$ cat config.mk
export PLATFORM = sky130hd
export DESIGN_NAME = seg_display_mux
export DESIGN_NICKNAME = d
export VERILOG_FILES = /design/src/rtl/seg_display_mux.sv
export SDC_FILE = /design/constraint.sdc
export NUM_CORES = 1
export LEC_CHECK = 0
export BUFFER_PORTS_ARGS = -buffer_cell sky130_fd_sc_hd__buf_2
export CORE_MARGIN = 4
export CORE_UTILIZATION = 35
export CTS_CLUSTER_SIZE = 12
export DETAILED_ROUTE_END_ITERATION = 12
export SYNTH_ARGS = -nofsm -noshare
export SYNTH_HDL_FRONTEND = slang
export SYNTH_SLANG_ARGS = --single-unit
$ cat constraint.sdc
create_clock -name clk -period 2 [get_ports clk]
set_clock_uncertainty 0.05 [all_clocks]
set_input_delay 0.4 -clock clk [delete_from_list [all_inputs] [get_ports clk]]
set_output_delay 0.4 -clock clk [all_outputs]
set_load 0.005 [all_outputs]
$ cat src/rtl/seg_display_mux.sv
// Multiplexed 7-segment driver: refresh prescaler, frame-synchronous double-buffered data and
// PWM dimming. Define SEG_LZ_BLANK_EN to enable leading-zero blanking.
module seg_display_mux #(
  parameter int unsigned N_DIGITS = 8,
  parameter int unsigned DIV_W    = 16,
  parameter int unsigned PWM_W    = 4
) (
  input  logic                  clk,
  input  logic                  rst,
  input  logic [4*N_DIGITS-1:0] data_in,
  input  logic [N_DIGITS-1:0]   dp_in,
  input  logic                  load,
  input  logic [PWM_W-1:0]      brightness,
  output logic                  busy,
  output logic                  frame_tick,
  output logic [N_DIGITS-1:0]   an,
  output logic [6:0]            seg,
  output logic                  dp
);

  localparam int unsigned IdxW = (N_DIGITS > 1) ? $clog2(N_DIGITS) : 1;
  localparam logic [IdxW-1:0] LastIdx = IdxW'(N_DIGITS - 1);

  logic [DIV_W-1:0]      cnt_q;
  logic [IdxW-1:0]       idx_q;
  logic [4*N_DIGITS-1:0] stage_data_q, disp_data_q;
  logic [N_DIGITS-1:0]   stage_dp_q, disp_dp_q;
  logic                  busy_q, frame_tick_q;
  logic [N_DIGITS-1:0]   an_q, an_d;
  logic [6:0]            seg_q, seg_d;
  logic                  dp_q, dp_d;

  logic       slot_tick, frame_bnd, pwm_en, blank;
  logic [3:0] nibble;

  function automatic logic [6:0] hex7(input logic [3:0] v);
    case (v)
      4'h0:    hex7 = 7'h40;
      4'h1:    hex7 = 7'h79;
      4'h2:    hex7 = 7'h24;
      4'h3:    hex7 = 7'h30;
      4'h4:    hex7 = 7'h19;
      4'h5:    hex7 = 7'h12;
      4'h6:    hex7 = 7'h02;
      4'h7:    hex7 = 7'h78;
      4'h8:    hex7 = 7'h00;
      4'h9:    hex7 = 7'h10;
      4'hA:    hex7 = 7'h08;
      4'hB:    hex7 = 7'h03;
      4'hC:    hex7 = 7'h46;
      4'hD:    hex7 = 7'h21;
      4'hE:    hex7 = 7'h06;
      default: hex7 = 7'h0E;
    endcase
  endfunction

  assign slot_tick = &cnt_q;
  assign frame_bnd = slot_tick && (idx_q == LastIdx);

  always_ff @(posedge clk or negedge rst) begin
    if (!rst) begin
      cnt_q        <= '0;
      idx_q        <= '0;
      frame_tick_q <= 1'b0;
    end else begin
      cnt_q        <= cnt_q + DIV_W'(1);
      frame_tick_q <= frame_bnd;
      if (slot_tick) begin
        idx_q <= frame_bnd ? '0 : idx_q + IdxW'(1);
      end
    end
  end

  // A load is only taken while nothing is staged, so a boundary either commits or stages, never both.
  always_ff @(posedge clk or negedge rst) begin
    if (!rst) begin
      stage_data_q <= '0;
      stage_dp_q   <= '0;
      disp_data_q  <= '0;
      disp_dp_q    <= '0;
      busy_q       <= 1'b0;
    end else if (!busy_q && load) begin
      stage_data_q <= data_in;
      stage_dp_q   <= dp_in;
      busy_q       <= 1'b1;
    end else if (busy_q && frame_bnd) begin
      disp_data_q <= stage_data_q;
      disp_dp_q   <= stage_dp_q;
      busy_q      <= 1'b0;
    end
  end

  assign nibble = disp_data_q[4*idx_q +: 4];
  assign pwm_en = (&brightness) || (cnt_q[DIV_W-1 -: PWM_W] < brightness);

`ifdef SEG_LZ_BLANK_EN
  logic [N_DIGITS-1:0] lz_blank;
  always_comb begin
    logic zero_above;
    zero_above = 1'b1;
    lz_blank   = '0;
    for (int i = int'(N_DIGITS) - 1; i >= 0; i--) begin
      zero_above  = zero_above && (disp_data_q[4*i +: 4] == 4'h0);
      lz_blank[i] = zero_above && (i != 0);
    end
  end
  assign blank = lz_blank[idx_q];
`else
  assign blank = 1'b0;
`endif

  always_comb begin
    an_d  = '1;
    seg_d = 7'h7F;
    dp_d  = 1'b1;
    if (pwm_en) begin
      an_d[idx_q] = 1'b0;
      seg_d       = blank ? 7'h7F : hex7(nibble);
      dp_d        = ~disp_dp_q[idx_q];
    end
  end

  always_ff @(posedge clk or negedge rst) begin
    if (!rst) begin
      an_q  <= '1;
      seg_q <= 7'h7F;
      dp_q  <= 1'b1;
    end else begin
      an_q  <= an_d;
      seg_q <= seg_d;
      dp_q  <= dp_d;
    end
  end

  assign busy       = busy_q;
  assign frame_tick = frame_tick_q;
  assign an         = an_q;
  assign seg        = seg_q;
  assign dp         = dp_q;

endmodule

==> impl_metrics.env <==
export IMPL_min_period_over_period_pct=100.4
export IMPL_setup_viol=1
export IMPL_yosys_warnings=0
export IMPL_critPathTopFamily="compound AO/OA/AOI/OAI gates"
export IMPL_status="finished, violations left"
export IMPL_dieHeight_um=128.1
export IMPL_drtAntennaViolNets=0
export IMPL_setup_ws_ps=-7.132
export IMPL_worst_setup_path_start_kind="register"
export IMPL_crit_chain="buf_6, mux2_4, a22oi_2, nand3_4, ha_4, o41a_1"
export IMPL_ys_flop_type="dfrtp_1"
export IMPL_power_total_mw=5.882
export IMPL_layoutNonFillerInstCount=658
export IMPL_use_met2_pct=20.30
export IMPL_final_nets=524
export IMPL_drcViolationCount=0
export IMPL_finalWeightedCongestion=0.8454
export IMPL_h_tree_depth=4
export IMPL_initial_core_util_pct=36.10
export IMPL_syn_nets=419
export IMPL_finalMaxSlewViolations=0
export IMPL_grt_pass1_vias=3371
export IMPL_netlist_area_sq_mm=0.005050
export IMPL_end_kind="register"
export IMPL_fin_tns_setup_ps=-7.132
export IMPL_portBuffers=64
export IMPL_area_delta_synth_final_pct=30.85
export IMPL_clk_pin_slew_ps=50
export IMPL_crit_fanout=5
export IMPL_peakVddDrop_uv=474.4
export IMPL_viasPerCell=4.767
export IMPL_cp_startpoint="idx_q[0]"
export IMPL_coreArea_sq_mm=0.01399
export IMPL_utilization_pct=47.24
export IMPL_path_buf_inv=1
export IMPL_p_per_area_mw_per_mm2=890.2
export IMPL_cts_root_buffer="clkbuf_16"
export IMPL_clockBufferDepth=2
export IMPL_syn_inst=360
export IMPL_clock_latency_ps=410
export IMPL_busiest_layer="met2"
export IMPL_cp_required_ps=2280
export IMPL_wire_per_inst_um=15.60
export IMPL_syn_area_per_cell_sq_um=14.03
export IMPL_violations="setup timing"
export IMPL_power_leakage_nw=3.189
export IMPL_cp_depth=6
export IMPL_fin_crit_ps=2007
export IMPL_async_flop_share_pct=100.0
export IMPL_maxCapViolCount=0
export IMPL_first_pass_iters=4
export IMPL_num_rows=43
export IMPL_relSlewSlack_pct=69.23
export IMPL_max_stage_delay_ps=450
export IMPL_yosys_register_bits=117
export IMPL_layout_common_cells="dfrtp_1 (99), buf_2 (63), mux2_2 (45), mux2_1 (39), buf_4 (27)"
export IMPL_antenna_cells=0
export IMPL_r2r_slack_ps=-7
export IMPL_overflow=0
export IMPL_mostFrequentLayoutCell="dfrtp_1"
export IMPL_ys_seq_area_share_pct=58.37
export IMPL_grt_antenna_before_repair=0
export IMPL_endpoint="seg[0]"
export IMPL_ff2ff_path_depth=6
export IMPL_r2r_end="seg[0]"
export IMPL_yosysTopAreaCellShare_pct=50.05
export IMPL_fp_dieW_um=128.1
export IMPL_synth_top_area_cell="dfrtp_1"
export IMPL_reg2reg_from="idx_q[0]"
export IMPL_vias=3137
export IMPL_hold_viol=0
export IMPL_grt_total_usage_pct=13.48
export IMPL_hold_start="data_in[13]"
export IMPL_grt_max_degree=47
export IMPL_use_met1_pct=17.72
export IMPL_drt_iter0_markers=160
export IMPL_hold_path_class="in2reg"
export IMPL_crit_arrival_ps=2290
export IMPL_numCtsBuffers=17
export IMPL_layout_drive_gt1_share_pct=46.23
export IMPL_rsz0062_at_grt="true"
export IMPL_synth_enable_flop_cells=0
export IMPL_fmax_mhz=498.2
export IMPL_num_io_pins=65
export IMPL_post_dp_hpwl_mm=7.357
export IMPL_die_area_sq_mm=0.01641
export IMPL_cts_sinks=117
export IMPL_synth_area_leaders="dfrtp_1 (50%), mux2_2 (10%), mux2_1 (8.7%)"
export IMPL_ys_types=44
export IMPL_worst_setup_path_type="reg2reg"
export IMPL_cts_tree="yes"
export IMPL_cp_slowest_cell="dfrtp_2"
export IMPL_met3_usage_pct=4.625
export IMPL_tightest_slew_ps=461.6
export IMPL_dpl_worst_slack_ps=-56.47
export IMPL_finalWirelength_mm=10.26
export IMPL_dp_cells=621
export IMPL_grt_pass1_wl_mm=17.03
==> sequential cells by signal (all words and copies together), names as in the netlist, 3 cells and up <==
| name | cells |
|---|---|
| idx_q | 3 |
| stage_data_q | 32 |
| cnt_q | 16 |
| seg | 7 |
| disp_dp_q | 8 |
| disp_data_q | 32 |
| stage_dp_q | 8 |
| an | 8 |
==> Yosys cell counts (all sizes together), types with 6 or more instances <==
| cell type | instances |
|---|---|
| inv | 9 |
| clkbuf | 6 |
| ha | 12 |
| mux2 | 85 |
| nand3 | 12 |
| nor2 | 12 |
| mux2i | 10 |
| dfstp | 16 |
| buf | 9 |
| dfrtp | 101 |
| xnor2 | 9 |
| nand2 | 23 |
| o21ai | 7 |
==> kinds of logic after synthesis <==
group,share of synthesized area (%)
DFF,58.37
buffers and inverters,2.824
xor gates and xnor gates,2.428
muxes,23.17
adders and majority gates,2.973
and+or+nand+nor,7.210
AOI/OAI and AO/OA,3.023
==> worst reg2reg max path: cells and delay by family (launching register included) <==
family	cells	cell delay (ps)
AND/OR/NAND/NOR	1	140
multiplexers	1	290
AO/OA/AOI/OAI	2	640
buffers and inverters	1	140
flip-flops	1	450
adder cells (fa/ha/maj)	1	200
==> final cells by class <==
type | instances | area [sq um]
multi-input cells | 218 | 2066
well taps | 180 | 225.2
fillers | 1252 | 7381
repair buffers | 101 | 706.9
clock inverters | 11 | 155.1
flip-flops and latches | 117 | 2950
inverters | 10 | 43.79
clock buffers | 21 | 460.4
==> worst min path at each step <==
stage / end / depth (start not counted)
after floorplan: busy / 0
after global routing: stage_data_q[13] / 2
after detailed placement: stage_data_q[29] / 1
after global placement: stage_data_q[29] / 1
final: stage_data_q[13] / 2
after CTS: stage_data_q[22] / 2
==> layer usage <==
metal	share of wire, %	wire, um
met5	0	0
met4	1.5	158
met3	4.6	473
met2	48	4881
met1	46	4750
==> power breakdown <==
group / switching (mW) / internal (mW) / leakage (nW)
registers: 0.0577 / 2.47 / 1.49
logic: 0.0913 / 0.120 / 1.39
clock network: 1.01 / 2.13 / 0.310
==> metrics by stage <==
step | hold WS (ps) | instance area [sq um]
after floorplan | 54.41 | 5070
after global placement | 336.5 | 5834
after detailed placement | 333.7 | 5834
after CTS | 146.5 | 6465
after global routing | 146.8 | 6608
final | 164.4 | 6608
==> repair_timing <==
action | 4_1_cts | 5_1_grt
buffers inserted | 0 | 3
gates resized for setup | 2 | 26
cloned | 0 | 1
hold buffers | 1 | 0
endpoints found under the setup margin | 28 | 47
pin swaps | 0 | 6
endpoints found under the hold margin | 31 | 0
Power figures use the tool's default switching activity.
